$ cat config.mk
export PLATFORM = sky130hd
export DESIGN_NAME = ksa_multiword_adder
export DESIGN_NICKNAME = d
export VERILOG_FILES = /design/src/rtl/ksa_multiword_pkg.sv /design/src/rtl/ksa_chunk_adder.sv /design/src/rtl/ksa_prefix_adder.sv /design/src/rtl/ksa_multiword_adder.sv
export SDC_FILE = /design/constraint.sdc
export NUM_CORES = 1
export LEC_CHECK = 0
export CAP_MARGIN = 0
export CORE_UTILIZATION = 51
export CTS_CLUSTER_SIZE = 8
export DETAILED_ROUTE_END_ITERATION = 8
export PLACE_DENSITY = 0.87
export SYNTH_ARGS = -nofsm -noshare
export SYNTH_HDL_FRONTEND = slang
export SYNTH_SLANG_ARGS = --single-unit
$ cat constraint.sdc
create_clock -name clk -period 3.65 [get_ports clk]
set_input_delay 0.365 -clock clk [delete_from_list [all_inputs] [get_ports clk]]
set_output_delay 0.365 -clock clk [all_outputs]
set_load 0.01 [all_outputs]
$ cat src/rtl/ksa_multiword_pkg.sv
// Purpose: shared types and helpers for the multi-word Kogge-Stone adder.
// Latency: n/a (types and constant functions only).
// Backpressure: n/a.
package ksa_multiword_pkg;

  typedef enum logic [1:0] {
    IDLE = 2'd0,
    RUN  = 2'd1,
    DONE = 2'd2
  } state_t;

  // Width of the chunk index counter. It is never narrower than one bit,
  // so WORDS=1 still gets a legal vector.
  function automatic int idx_width(input int words);
    return (words <= 1) ? 1 : $clog2(words);
  endfunction

endpackage

$ cat src/rtl/ksa_chunk_adder.sv
// Purpose: CHUNK-bit slice adder with carry-in, built on a CHUNK+1-bit Kogge-Stone core.
// Latency: combinational.
// Backpressure: n/a.
// Ports: a, b (CHUNK-bit slice operands), cin (carry in), s (CHUNK-bit slice sum), cout (slice carry).
module ksa_chunk_adder #(
  parameter int CHUNK = 16
) (
  input  logic [CHUNK-1:0] a,
  input  logic [CHUNK-1:0] b,
  input  logic             cin,
  output logic [CHUNK-1:0] s,
  output logic             cout
);

  logic [CHUNK:0] ext_s;

  // The core has no carry input. Placing cin at bit 0 of both operands
  // gives cin+cin, so result bit 0 is always 0 and cin enters bit 1 as a
  // carry. The upper CHUNK bits are then a + b + cin.
  ksa_prefix_adder #(.N(CHUNK + 1)) u_core (
    .a    ({a, cin}),
    .b    ({b, cin}),
    .s    (ext_s),
    .cout (cout)
  );

  assign s = ext_s[CHUNK:1];

endmodule

$ cat src/rtl/ksa_prefix_adder.sv
// Purpose: parameterised N-bit Kogge-Stone adder with no carry input.
// Latency: combinational.
// Backpressure: n/a.
// Ports: a, b (N-bit addends), s (N-bit sum), cout (carry out of bit N-1).
module ksa_prefix_adder #(
  parameter int N = 17
) (
  input  logic [N-1:0] a,
  input  logic [N-1:0] b,
  output logic [N-1:0] s,
  output logic         cout
);

  logic [N-1:0] p;   // bitwise propagate, kept for the final sum XOR
  logic [N-1:0] g;   // group generate, refined at each prefix level
  logic [N-1:0] pp;  // group propagate, refined at each prefix level
  logic [N-1:0] gn;
  logic [N-1:0] pn;

  always_comb begin
    p  = a ^ b;
    g  = a & b;
    pp = p;
    gn = g;
    pn = pp;
    // log2(N) levels. Level d combines each bit with the group that
    // ends d positions below it.
    for (int d = 1; d < N; d = d * 2) begin
      gn = g;
      pn = pp;
      for (int i = d; i < N; i++) begin
        gn[i] = g[i] | (pp[i] & g[i-d]);
        pn[i] = pp[i] & pp[i-d];
      end
      g  = gn;
      pp = pn;
    end
    // Carry into bit i is the group generate of bits i-1..0.
    s    = p ^ (g << 1);
    cout = g[N-1];
  end

endmodule

$ cat src/rtl/ksa_multiword_adder.sv
// Purpose: adds two CHUNK*WORDS-bit operands one CHUNK slice per cycle, LSB chunk first.
// Latency: out_valid rises WORDS cycles after the accept edge; one op per WORDS+2 cycles at best.
// Backpressure: result is held in DONE until out_ready; in_ready is low while busy.
// Ports: clk, rst_n (async active-low); in_valid/in_ready/in1/in2 operand handshake;
//        out_valid/out_ready/sum/cout result handshake.
// Optional: define KSA_MULTIWORD_SUB_EN to add an op_sub input (1 = A - B, cout = no borrow).
module ksa_multiword_adder
  import ksa_multiword_pkg::*;
#(
  parameter int CHUNK = 16,
  parameter int WORDS = 4
) (
  input  logic                   clk,
  input  logic                   rst_n,
  input  logic                   in_valid,
  output logic                   in_ready,
  input  logic [CHUNK*WORDS-1:0] in1,
  input  logic [CHUNK*WORDS-1:0] in2,
`ifdef KSA_MULTIWORD_SUB_EN
  input  logic                   op_sub,
`endif
  output logic                   out_valid,
  input  logic                   out_ready,
  output logic [CHUNK*WORDS-1:0] sum,
  output logic                   cout
);

  localparam int W  = CHUNK * WORDS;
  localparam int KW = idx_width(WORDS);
  localparam logic [KW-1:0] K_LAST = KW'(WORDS - 1);

  state_t           state;
  state_t           state_nxt;
  logic [W-1:0]     opa;
  logic [W-1:0]     opb;
  logic [W-1:0]     sum_r;
  logic             carry_r;
  logic [KW-1:0]    k;
  logic [CHUNK-1:0] slice_a;
  logic [CHUNK-1:0] slice_b;
  logic [CHUNK-1:0] slice_s;
  logic             slice_c;
  logic [W-1:0]     b_load;
  logic             c_init;
  logic             accept;
  logic             last;

`ifdef KSA_MULTIWORD_SUB_EN
  // A - B = A + ~B + 1: store B inverted and seed the carry chain with 1.
  assign b_load = op_sub ? ~in2 : in2;
  assign c_init = op_sub;
`else
  assign b_load = in2;
  assign c_init = 1'b0;
`endif

  assign slice_a = opa[k*CHUNK +: CHUNK];
  assign slice_b = opb[k*CHUNK +: CHUNK];
  assign last    = (k == K_LAST);
  assign accept  = (state == IDLE) && in_valid;

  ksa_chunk_adder #(.CHUNK(CHUNK)) u_slice (
    .a    (slice_a),
    .b    (slice_b),
    .cin  (carry_r),
    .s    (slice_s),
    .cout (slice_c)
  );

  always_comb begin
    state_nxt = state;
    in_ready  = 1'b0;
    out_valid = 1'b0;
    case (state)
      IDLE: begin
        in_ready = 1'b1;
        if (in_valid) state_nxt = RUN;
      end
      RUN: begin
        if (last) state_nxt = DONE;
      end
      DONE: begin
        out_valid = 1'b1;
        if (out_ready) state_nxt = IDLE;
      end
      default: state_nxt = IDLE;
    endcase
  end

  always_ff @(posedge clk or negedge rst_n) begin
    if (!rst_n) begin
      state   <= IDLE;
      opa     <= '0;
      opb     <= '0;
      sum_r   <= '0;
      carry_r <= 1'b0;
      k       <= '0;
    end else begin
      state <= state_nxt;
      if (accept) begin
        opa     <= in1;
        opb     <= b_load;
        carry_r <= c_init;
        k       <= '0;
        sum_r   <= '0;
      end else if (state == RUN) begin
        sum_r[k*CHUNK +: CHUNK] <= slice_s;
        carry_r                 <= slice_c;
        // Park the index at 0 after the last chunk so it never points
        // past the operand while idle.
        k                       <= last ? '0 : k + 1'b1;
      end
    end
  end

  assign sum  = sum_r;
  assign cout = carry_r;

endmodule

# Yosys cells after proc, flatten, opt, wreduce, memory -nomap -nowiden
# Cells that the tools add are included.
# word_totals
regBits,197
input_bits,132
output_inout_bits,67
elab_cells,185
# op_classes
n_addsub,2
n_eq_ne,6
n_shift,4
muxes,14
bitwise_logic,149
reduce_logical,4
# op_table
cell,count
$mux W64,2
$shiftx A64 B7 Y16,2
$and A1 B1 Y1,92
$bwmux W64,1
$shift A16 B34 Y64 const A,1
$shiftx A16 B34 Y64,1
$or A1 B1 Y1,54
$neg A6 Y34,1
$xor A17 B17 Y17,2
$and A17 B17 Y17,1
$mux W2,6
$ne A2 B2 Y1 const B,3
$pmux W2 S3,1
$eq A2 B2 Y1 const B,2
$mux W1,4
$reduce_and A3 Y1,1
$add A2 B1 Y2 const B,1
$eq A2 B1 Y1 const B,1
$logic_not A2 Y1,1
$reduce_bool A2 Y1,1
$logic_and A1 B1 Y1,1

# Depth between registers and ports, before layout
# Gate-level depths: netlist of the first run.
# depth
depth_word,15
ltp_mapped,11

# Modules after synthesis
# A second synthesis of the first run with hierarchy kept.
# unflattened
hier_cells,590
area_unflattened_um2,9081.2
# by_module_without_submodules
mod,n_inst,cells_each,area_per_inst_um2,seq_area_each_um2
ksa_multiword_adder,1,491,8281.7,4929.7
ksa_prefix_adder,1,99,799.5,0.0

# Worst setup path after synthesis of the first run
# No wires, ideal clock.
# synth_path
path_type,register to register
startpoint,register k[0]
endpoint,register sum_r[14] (netlist: sum[14])
arrival_ps,3102
path_slack_ps,422
path_stages_with_launch,11
n_path_buf,2
period_less_slack_ps,3228
cell_sequence,dfrtp_1 > buf_2 > buf_2 > mux4_2 > ha_1 > and3_1 > nand2_1 > a2111oi_4 > nor2_4 > mux2i_2 > a221o_1
# synth_via
elab_chain_cells,15
# synth_lines
item,line,text
start: declaration,ksa_multiword_adder.sv:38,logic [KW-1:0] k;
start signal: assignment,ksa_multiword_adder.sv:111,k <= last ? '0 : k + 1'b1;
$shiftx A64 B7 Y16 (on tied branches),"ksa_multiword_adder.sv:57, ksa_multiword_adder.sv:58",
$xor A17 B17 Y17,ksa_prefix_adder.sv:21,p = a ^ b;
$and A1 B1 Y1,ksa_prefix_adder.sv:32,gn[i] = g[i] | (pp[i] & g[i-d]);
$or A1 B1 Y1,ksa_prefix_adder.sv:32,
$and A1 B1 Y1,ksa_prefix_adder.sv:32,
$or A1 B1 Y1,ksa_prefix_adder.sv:32,
$and A1 B1 Y1,ksa_prefix_adder.sv:32,
$or A1 B1 Y1,ksa_prefix_adder.sv:32,
$and A1 B1 Y1,ksa_prefix_adder.sv:32,
$or A1 B1 Y1,ksa_prefix_adder.sv:32,
$xor A17 B17 Y17,ksa_prefix_adder.sv:39,s = p ^ (g << 1);
$shiftx A16 B34 Y64,ksa_multiword_adder.sv:107,sum_r[k*CHUNK +: CHUNK] <= slice_s;
$bwmux W64 *,ksa_multiword_adder.sv:107,
$mux W64 *,ksa_multiword_adder.sv:106,end else if (state == RUN) begin
$mux W64 *,ksa_multiword_adder.sv:100,if (accept) begin
end signal: indexed assignment,ksa_multiword_adder.sv:107,
end: declaration,ksa_multiword_adder.sv:36,logic [W-1:0] sum_r;
# Mark *: on every way between the ends. The rest lies on a longest branch, timed or not. The select of a mux whose other input is x is not followed.
# A chain may end at the register's enable or synchronous reset.

# Final worst setup path of the first run
# layout_path
startpoint,register k[0]
endpoint,register sum_r[47] (netlist: sum[47])
# Same word-level chain as after synthesis.

==> results of run 1 <==
timing repair:
action                                  4_1_cts  5_1_grt
hold buffers                                  1        0
endpoints found under the hold margin        62        0
endpoints found under the setup margin        0        0
cell usage in the layout, fill, tap and decap left out, types with 5 or more instances in the layout:
cell	count
dfrtp_1	196
o21ai_0	20
a21oi_1	22
nand2_1	425
inv_6	5
a22o_1	46
buf_4	13
nor3_1	5
inv_1	11
clkbuf_16	17
nand3_1	9
nand2b_1	6
xor2_1	5
nor2b_1	6
mux4_2	32
nor2_1	13
ha_1	20
clkdlybuf4s50_1	197
xnor2_1	6
worst min-delay path: stages:
cell	delay [ns]
clkdlybuf4s50_1	0.40
nand2_1	0.05
nand2_1	0.04
power groups by stage:
stage | clock [mW] | sequential, mW | combinational [mW]
after CTS | 1.91 | 3.72 | 6.68
final | 1.91 | 3.74 | 6.75
after global routing | 2.01 | 3.82 | 7.36
after detailed placement | 0 | 3.74 | 6.59
after floorplan | 0 | 3.56 | 4.52
after global placement | 0 | 3.71 | 6.37
flip-flops by register name, indices dropped and copies added (netlist names):
name   count
opa       64
opb       64
sum       64
k          2
state      2
cout       1
logic make-up after synthesis:
group / after synthesis
XOR/XNOR: 11
AND/OR/NAND/NOR: 478
multiplexers: 34
flip-flops: 197
buffers and inverters: 64
adder cells (fa/ha/maj): 21
AO/OA/AOI/OAI: 125
per-layer routing:
metal,share of wire,vias to the layer above,global-route usage
li1,-,3497,-
met1,0.40,3827,0.3872
met2,0.49,428,0.4935
met3,0.071,62,0.05220
met4,0.033,0,0.1228
met5,0,-,0
how the worst min path moves through the flow:
stage                 start                   to  slack [ns]  cells past startpoint
finish              in2[42]  opb[42]$_DFFE_PN0P_        0.44                      3
global route        in2[58]  opb[58]$_DFFE_PN0P_        0.45                      3
CTS                  in1[0]   opa[0]$_DFFE_PN0P_        0.44                      3
detailed placement    rst_n  opa[52]$_DFFE_PN0P_        0.45                      1
global placement      rst_n   opa[0]$_DFFE_PN0P_        0.45                      1
floorplan             rst_n     cout$_DFFE_PN0P_        0.07                      0
per-stage QoR:
stage	hold slack [ns]	cells	area, µm²	setup slack [ns]	utilization
6_report	0.4426	1350	11980	0.3979	0.6876
5_1_grt	0.4528	1350	11980	0.1200	0.6876
4_1_cts	0.4378	1350	11980	0.4131	0.6876
3_5_place_dp	0.4544	1317	11370	0.4298	0.6530
3_3_place_gp	0.4527	1317	11370	0.5268	0.6530
2_1_floorplan	0.06941	930	9159	0.4222	-
final cells by class:
type | count | area, µm²
Clock buffer | 17 | 425.4
Inverter | 11 | 41.29
Clock inverter | 15 | 167.7
Tap cell | 225 | 281.5
Sequential cell | 197 | 4931
Timing Repair Buffer | 216 | 2173
Fill cell | 1212 | 5440
Multi-Input combinational cell | 669 | 3956
==> results.ini, run 1 <==
[finish]
drive_gt1_frac = 0.08356
antenna_cells = 0
finalNetCount = 1265
syn_to_final_growth_pct = 30.77

[drt]
drt_iter0_drc = 758
vias = 7814
wl_per_cell_um = 19.22
viasPerCell = 5.788
dr.pass1.iters = 5
wirelength_mm = 25.95
drc = 0
ant_nets = 0

[power_and_ir_drop]
internal_power_mw = 6.846
power_frac_seq = 0.302
ir_drop_v = 0.0007116
p_per_area_mw_per_mm2 = 1035
clkPwrFrac = 0.154
combPwrFrac = 0.544
power.total_mw = 12.40
p_switching_mw = 5.550
swShare = 0.4478
cellLeakagePower_nw = 5.770

[run]
maxCapViolCount = 0

[cts]
cts_tree = yes
clockBufferDepth = 2
clkTransAtPathRegs_ns = 0.07
cts_num_sinks = 197
cts-root-buf = clkbuf_16
htree_levels = 4
cts_buffers = 17
cts_resized = 0
cts_setup_buffers = 0
clock_latency_ns = 0.44

[setup_path]
endpoint_kind = register
worst-path-stages = 9
critPathTopFamily = compound AO/OA/AOI/OAI gates
rrSetupSlack_ns = 0.40
crit_buf_inv = 1
reg2reg_to = sum[47]$_DFFE_PN0P_
startpoint_type = register
path_cells = buf_12 > mux4_2 > ha_1 > nand2_1 > a21boi_0 > o21ai_1 > o21ai_0 > xor2_1 > a22o_1
critPathMaxStageDelay_ns = 0.60
crit_slowest_cell = dfrtp_2
critPathKind = reg2reg
reg2reg_depth = 9
cp_data_required_time_ns = 4.03
reg2reg_from = k[0]$_DFFE_PN0P_
cp_max_fo = 13
startpoint = k[0]$_DFFE_PN0P_
cp_data_arrival_time_ns = 3.63
critPathCapture = sum[47]$_DFFE_PN0P_

[sta]
finalMaxSlewViolations = 0
timing_hold_violations_final = 0
finalCriticalPeriod_ns = 3.252
fmax_mhz = 307.5
fin_worst_skew_ns = 0.007474
setup_viol = 0
slew_headroom = 0.3660
tightest_slew_ns = 0.9432
finalCritPeriodShare = 0.8910
tns_ns = 0
grt_setup_unrepaired = no

[floorplanning]
die-width_um = 136.0
io_pins = 199
dieArea_mm2 = 0.01850
start_util = 0.5259
die_y_um = 136.0
fp-row-count = 48
core_mm2 = 0.01742

[grt]
grt_pass1_vias = 7724
grt_pass1_wl_mm = 41.26
antenna_found_initial = 0
grt_usage = 0.2977
grt_overflow_total = 0
grt_max_degree = 105

[yosys]
syn_nets = 1083
synthCells = 930
synth_mux_area_frac = 0.08128
synth-seq-cells = 197
synth_top_area_cell = dfrtp_1
synth-compound-area-share = 0.1026
yosysUniqueCellTypes = 52
synth-async-reset-ratio = 1.000
synth_top_area_share = 0.5383
synth-main-ff-cell = dfrtp_1
synth_seq_area_share = 0.5383
synth_simple_gate_area_frac = 0.2070
synth_top_family_by_area = simple AND/OR/NAND/NOR gates
synth_fa_ha_area_frac = 0.02951
synth_edf_count = 0
synth_most_common_cell = nand2_1
synth_commonest_cells = nand2_1, dfrtp_1, a22o_1
yosysWarnings = 0
synth_area_leaders = dfrtp_1, nand2_1, mux4_2, a22o_1, ha_1
syn_area_per_cell_um2 = 9.848
synthesis.area_mm2 = 0.009159
synth_xor_area_frac = 0.01052

[placement]
io_buffers = 198
place.gp.congestion = 0.9037
dp_hpwl_mm = 18.30

[run_status]
outcome = finished, final reports clean

[worst_hold_path]
hold_class = in2reg

Note: power is estimated with default switching activity, not from simulation.
==> inputs of run 2 (changes only) <==
- ABC_AREA: default -> 1
- CORE_UTILIZATION: 51 -> 52
- PLACE_DENSITY: 0.87 -> 0.88
==> run 2 against run 1 <==
Die area is 1.9% higher. Largest cell class unchanged. Worst setup slack improved by 0.17 ns. Largest power group unchanged. Synthesized area up 3.9%. Critical path depth rose by 6. Clock power down 6%. Sequential cell count stayed put. Synthesized cell count increased by 33%. Critical endpoint is now sum[62]$_DFFE_PN0P_.
==> results.ini, run 2 <==
[sta]
tns_ns = 0  ; unchanged
finalCriticalPeriod_ns = 3.084  ; -0.1681 ns
tightest_slew_ns = 0.9888  ; +0.04564 ns
fmax_mhz = 324.2  ; +5.4%
setup_viol = 0  ; unchanged
grt_setup_unrepaired = no
hold_ws_ns = 0.4498  ; +0.007251 ns
slew_headroom = 0.3408  ; -0.02519
fin_ws_ns = 0.5659  ; +0.1681 ns
timing_hold_violations_final = 0  ; unchanged
fin_worst_skew_ns = 0.006799  ; -0.0006750 ns
finalMaxSlewViolations = 0  ; unchanged
finalCritPeriodShare = 0.8450  ; -0.04604

[yosys]
synth-async-reset-ratio = 1.000  ; unchanged
synth_most_common_cell = nand2_1
synth_seq_area_share = 0.5181  ; -0.02010
synth-main-ff-cell = dfrtp_1
synth_top_area_share = 0.5181  ; -0.02010
synth_commonest_cells = nand2_1, dfrtp_1, nor2_1
synth-seq-cells = 197  ; unchanged
synthCells = 1234  ; +33%
yosysWarnings = 0  ; unchanged
synth_edf_count = 0  ; unchanged
synth_top_area_cell = dfrtp_1
synthesis.area_mm2 = 0.009514  ; +3.9%
synth_area_leaders = dfrtp_1, nand2_1, o21ai_0, nor2_1, ha_1
syn_area_per_cell_um2 = 7.710  ; -22%
yosysUniqueCellTypes = 37  ; -29%
syn_nets = 1387  ; +28%

[grt]
antenna_found_initial = 0  ; unchanged
grt_pass1_wl_mm = 41.82  ; +1.4%
grt_pass1_vias = 8395  ; +8.7%
grt_max_degree = 100  ; -4.8%
grt_usage = 0.2883  ; -0.009452
grt_overflow_total = 0  ; unchanged

[floorplanning]
dieArea_mm2 = 0.01884  ; +1.9%
start_util = 0.5296  ; +0.003775
die-width_um = 137.3  ; +0.92%
die_y_um = 137.3  ; +0.92%
fp-row-count = 49  ; +2.1%
core_mm2 = 0.01796  ; +3.1%
io_pins = 199  ; unchanged

[power_and_ir_drop]
power.total_mw = 12.73  ; +2.7%
combPwrFrac = 0.568  ; +0.024
clkPwrFrac = 0.141  ; -0.013
power_frac_seq = 0.292  ; -0.010
p_switching_mw = 6.151  ; +11%
p_per_area_mw_per_mm2 = 1048  ; +1.2%
ir_drop_v = 0.0006612  ; -7.1%
cellLeakagePower_nw = 6.280  ; +8.8%
swShare = 0.4833  ; +0.03550
internal_power_mw = 6.577  ; -3.9%

[worst_hold_path]
hp-start = in2[6]
hold_class = in2reg
min_to = opb[6]$_DFFE_PN0P_
holdPathStages = 3  ; unchanged

[drt]
wl_per_cell_um = 15.57  ; -19%
drt_iter0_drc = 759  ; +0.13%
dr.pass1.iters = 5  ; unchanged
drc = 0  ; unchanged
ant_nets = 0  ; unchanged
viasPerCell = 5.420  ; -6.4%
wirelength_mm = 25.53  ; -1.6%
vias = 8889  ; +14%

[cts]
cts-root-buf = clkbuf_16
clkTransAtPathRegs_ns = 0.07  ; about the same
cts_resized = 0  ; unchanged
clock_latency_ns = 0.44  ; about the same
cts_num_sinks = 197  ; unchanged
cts_buffers = 17  ; unchanged
clockBufferDepth = 2  ; unchanged
htree_levels = 4  ; unchanged
cts_tree = yes

[finish]
mostFrequentLayoutCell = nand2_1
fill_cells = 1433  ; +18%
finalNetCount = 1553  ; +23%
syn_to_final_growth_pct = 27.70
multiInputGateArea_mm2 = 0.004035  ; +2.0%
final_cells = 1640  ; +21%
antenna_cells = 0  ; unchanged
regArea_mm2 = 0.004931  ; unchanged
drive_gt1_frac = 0.04040  ; -0.04316
layout_common_cells = nand2_1, clkdlybuf4s50_1, dfrtp_1, nor2_1, o21ai_0

[placement]
dp_hpwl_mm = 17.83  ; -2.6%
place_ws_ns = 0.6241  ; +0.1943 ns
dp.cells = 1609  ; +22%
io_buffers = 198  ; unchanged
place.gp.congestion = 0.8780  ; -2.8%

[setup_path]
cp_max_fo = 63  ; +50
startpoint = k[0]$_DFFE_PN0P_
cp_data_required_time_ns = 3.97  ; -0.06 ns
cp_data_arrival_time_ns = 3.41  ; -0.22 ns
rrSetupSlack_ns = 0.57  ; +0.17 ns
endpoint_kind = register
reg2reg_from = k[0]$_DFFE_PN0P_
reg2reg_to = sum[62]$_DFFE_PN0P_
reg2reg_depth = 15  ; +6
critPathKind = reg2reg
startpoint_type = register

[run_status]
outcome = finished, final reports clean

[run]
maxCapViolCount = 0  ; unchanged

[run 2: changes by cell type after synthesis, sizes merged, moves of 11 or more]
cell   delta
nand3    +26
mux4     -32
nand2   +181
o21ai    +55
a21oi    -11
nor2     +66
inv      +54
a22o     -43
buf      +15
o22ai    +31
nand4    +15
[run 2: kinds of logic (layout without fill, tap and decap cells)]
| group | after synthesis | in the layout | share of synthesized area |
|---|---|---|---|
| AO/OA/AOI/OAI | 131 | 131 | 0.07693 |
| XOR/XNOR | 7 | 7 | 0.006444 |
| adder cells (fa/ha/maj) | 21 | 21 | 0.02841 |
| buffers and inverters | 129 | 306 | 0.05826 |
| flip-flops | 197 | 197 | 0.5181 |
| AND/OR/NAND/NOR | 749 | 749 | 0.3118 |
[run 2: power groups by stage]
stage / clock [mW] / combinational, mW / sequential (mW)
2_1_floorplan: 0 / 4.86 / 3.63
3_3_place_gp: 0 / 6.91 / 3.68
3_5_place_dp: 0 / 7.10 / 3.70
4_1_cts: 1.80 / 7.17 / 3.69
5_1_grt: 1.89 / 8.15 / 3.80
6_report: 1.79 / 7.22 / 3.72
[run 2: per-stage QoR]
stage                     utilization  cell area [µm²]
final                          0.6763            12150
after detailed placement       0.6453            11590
after global routing           0.6763            12150
after floorplan                     -             9514
after global placement         0.6453            11590
after CTS                      0.6763            12150
[run 2: worst max-delay path by stage]
| stage | end | slack, ns | cells past startpoint |
|---|---|---|---|
| 2_1_floorplan | sum[23]$_DFFE_PN0P_ | 1.29 | 16 |
| 3_3_place_gp | cout$_DFFE_PN0P_ | 0.72 | 13 |
| 3_5_place_dp | cout$_DFFE_PN0P_ | 0.62 | 13 |
| 4_1_cts | cout$_DFFE_PN0P_ | 0.62 | 13 |
| 5_1_grt | sum[62]$_DFFE_PN0P_ | 0.29 | 15 |
| 6_report | sum[62]$_DFFE_PN0P_ | 0.57 | 15 |
[run 2: repair_timing]
item	in CTS	in global routing
setup buffers	0	0
hold endpoints to repair	32	0
hold buffers	1	0
[run 2: per-layer routing]
| layer | track usage | wire [µm] | part of all wire |
|---|---|---|---|
| met5 | 0 | 0 | 0 |
| met1 | 0.3941 | 10830 | 0.42 |
| met3 | 0.06034 | 2252 | 0.088 |
| met2 | 0.4574 | 11900 | 0.47 |
| met4 | 0.09768 | 554 | 0.022 |
[run 2: worst max-delay path: stages, from the launching register on]
cell     delay (ns)
dfrtp_2        0.37
buf_4          0.54
buf_4          0.39
o21ai_0        0.14
o22ai_1        0.23
ha_1           0.33
nand2_1        0.13
inv_1          0.05
nand2_1        0.05
nand2_1        0.05
a21oi_1        0.17
nand2_1        0.10
nand2_1        0.06
nand2_1        0.14
nand4_1        0.14
nand2_1        0.07
[run 2: layout make-up]
| cell class | instances | area share |
|---|---|---|
| clock buffers | 19 | 0.03646 |
| clock inverters | 11 | 0.008548 |
| inverters | 67 | 0.02091 |
| multi-input cells | 908 | 0.3321 |
| flip-flops and latches | 197 | 0.4059 |
| well taps | 229 | 0.02358 |
| repair buffers | 209 | 0.1725 |
==> inputs of run 3 (changes only) <==
- CORE_UTILIZATION: 52 -> 47
- PLACE_DENSITY: 0.88 -> 0.84
- clock period: 3.65 -> 2.65 ns (I/O delays scaled with it)
==> run 3 against run 2 <==
Worst setup slack worse by 0.44 ns. Die area rose by 10%. Global-route usage decreased by 2.6 points. Design area rose by 3.7%. Hold slack got worse by 0.096 ns. Final cell count grew 3.8%. Via count is 0.84% higher.
==> results.ini, run 3 (same netlist as run 2, synthesis figures left out) <==
[setup_path]
cp_data_required_time_ns = 3.03  ; -0.94 ns
critPathMaxStageDelay_ns = 0.46  ; -0.08 ns
startpoint = k[0]$_DFFE_PN0P_
cp_max_fo = 26  ; -59%
critPathKind = reg2reg
reg2reg_depth = 13  ; -2
reg2reg_to = sum[20]$_DFFE_PN0P_
endpoint_kind = register
crit_top_cell = nand2_1
startpoint_type = register
cp_data_arrival_time_ns = 2.90  ; -0.51 ns
rrSetupSlack_ns = 0.12  ; -0.44 ns
crit_buf_inv = 2  ; -1
crit_slowest_cell = dfrtp_2
critPathTopFamily = simple AND/OR/NAND/NOR gates
reg2reg_from = k[0]$_DFFE_PN0P_
path_cells = buf_4 > clkbuf_16 > nor2_1 > o22ai_1 > ha_1 > nand2_1 > nand3b_1 > nand2_1 > xor2_2 > nand2_1 > nor2_1 > nand2_1 > nand2_1

[grt]
grt_pass1_vias = 8421  ; +0.31%
antenna_found_initial = 0  ; unchanged
grt_pass1_wl_mm = 42.10  ; +0.68%
grt_usage = 0.2625  ; -0.02578
grt_overflow_total = 0  ; unchanged
grt_max_degree = 101  ; +1.0%

[drt]
ant_nets = 0  ; unchanged
wirelength_mm = 26.58  ; +4.1%
drt_iter0_drc = 830  ; +9.4%
wl_per_cell_um = 15.62  ; +0.30%
dr.pass1.iters = 5  ; unchanged
viasPerCell = 5.267  ; -2.8%
drc = 0  ; unchanged
vias = 8964  ; +0.84%

[placement]
placed_area_mm2 = 0.01183  ; +2.1%
io_buffers = 198  ; unchanged
place_ws_ns = -0.01490  ; -0.6390 ns
dp.cells = 1661  ; +3.2%
place.gp.congestion = 0.8933  ; +1.7%
dp_hpwl_mm = 19.15  ; +7.4%

[sta]
tightest_slew_ns = 0.6396  ; -0.3492 ns
fin_worst_skew_ns = 0.008869  ; +0.002070 ns
finalMaxSlewViolations = 0  ; unchanged
fin_ws_ns = 0.1247  ; -0.4412 ns
timing_hold_violations_final = 0  ; unchanged
slew_headroom = 0.5736  ; +0.2328
finalCritPeriodShare = 0.9529  ; +0.1080
tns_ns = 0  ; unchanged
finalCriticalPeriod_ns = 2.525  ; -0.5588 ns
grt_setup_unrepaired = yes
hold_ws_ns = 0.3540  ; -0.09588 ns
setup_viol = 0  ; unchanged
fmax_mhz = 396.0  ; +22%

[floorplanning]
start_util = 0.4841  ; -0.04555
dieArea_mm2 = 0.02082  ; +10%
core_mm2 = 0.01965  ; +9.4%
die_y_um = 144.3  ; +5.1%
die-width_um = 144.3  ; +5.1%
fp-row-count = 51  ; +4.1%
io_pins = 199  ; unchanged

[finish]
antenna_cells = 0  ; unchanged
final_cells = 1702  ; +3.8%
syn_to_final_growth_pct = 32.42
drive_gt1_frac = 0.07724  ; +0.03685
mostFrequentLayoutCell = nand2_1
final_area_mm2 = 0.01260  ; +3.7%
final_util = 0.6410  ; -0.03531
layout_common_cells = nand2_1, clkdlybuf4s50_1, dfrtp_1, nor2_1, o21ai_0
finalNetCount = 1577  ; +1.5%

[cts]
cts-root-buf = clkbuf_16
htree_levels = 4  ; unchanged
cts_num_sinks = 197  ; unchanged
cts_tree = yes
clock_latency_ns = 0.44  ; about the same
cts_buffers = 17  ; unchanged
clockBufferDepth = 2  ; unchanged
clkTransAtPathRegs_ns = 0.07  ; about the same

[worst_hold_path]
holdPathStages = 3  ; unchanged
hp-start = in2[14]
min_to = opb[14]$_DFFE_PN0P_
hold_class = in2reg

[power_and_ir_drop]
power.total_mw = 18.63  ; +46%
cellLeakagePower_nw = 6.440  ; +2.5%
p_per_area_mw_per_mm2 = 1478  ; +41%
ir_drop_v = 0.0007309  ; +11%

[run_status]
outcome = finished, final reports clean

[run]
maxCapViolCount = 0  ; unchanged

## run 3: changes by cell type in the layout (fill, tap and decap cells not counted), sizes merged
cell and change:
buf +22, clkbuf +3, clkinvlp +2, bufinv -1
clkinv -1, inv +1
## run 3: layout make-up
cell class	instances	area, µm²
fillers	1622	7056
flip-flops and latches	197	4931
multi-input cells	908	4133
repair buffers	233	2390
clock buffers	20	456.7
well taps	265	331.6
inverters	67	259.0
clock inverters	12	97.59
## run 3: worst max-delay path by stage
stage,endpoint,slack [ns],cells after the start
final,sum[20]$_DFFE_PN0P_,0.12,13
after global routing,sum[55]$_DFFE_PN0P_,-0.06,15
after CTS,sum[55]$_DFFE_PN0P_,0.02,15
after detailed placement,sum[55]$_DFFE_PN0P_,-0.01,15
after global placement,sum[55]$_DFFE_PN0P_,0.11,15
after floorplan,sum[23]$_DFFE_PN0P_,0.29,16
## run 3: layer usage
metal | vias to the layer above | wire length (µm) | track usage
li1 | 4260 | - | -
met1 | 4226 | 11450 | 0.3615
met2 | 439 | 12360 | 0.4221
met3 | 39 | 2274 | 0.04735
met4 | 0 | 490 | 0.08089
met5 | - | 0 | 0
## run 3: what timing repair did
item / in CTS / in global routing
endpoints found under the setup margin: 2 / 46
gates resized for setup: 1 / 34
endpoints found under the hold margin: 66 / 0
setup buffers: 0 / 6
pin swaps: 0 / 7
cloned: 0 / 2
hold buffers: 1 / 0
## run 3: worst reg2reg max path: stages (launching register included)
cell	delay [ns]
dfrtp_2	0.46
buf_4	0.17
clkbuf_16	0.19
nor2_1	0.14
o22ai_1	0.11
ha_1	0.36
nand2_1	0.09
nand3b_1	0.17
nand2_1	0.17
xor2_2	0.22
nand2_1	0.09
nor2_1	0.15
nand2_1	0.07
nand2_1	0.06
## run 3: power breakdown
| group | leakage [nW] | switching [mW] | internal, mW |
|---|---|---|---|
| sequential | 2.54 | 0.857 | 4.29 |
| clock | 0.262 | 1.18 | 1.27 |
| combinational | 3.64 | 6.87 | 4.17 |
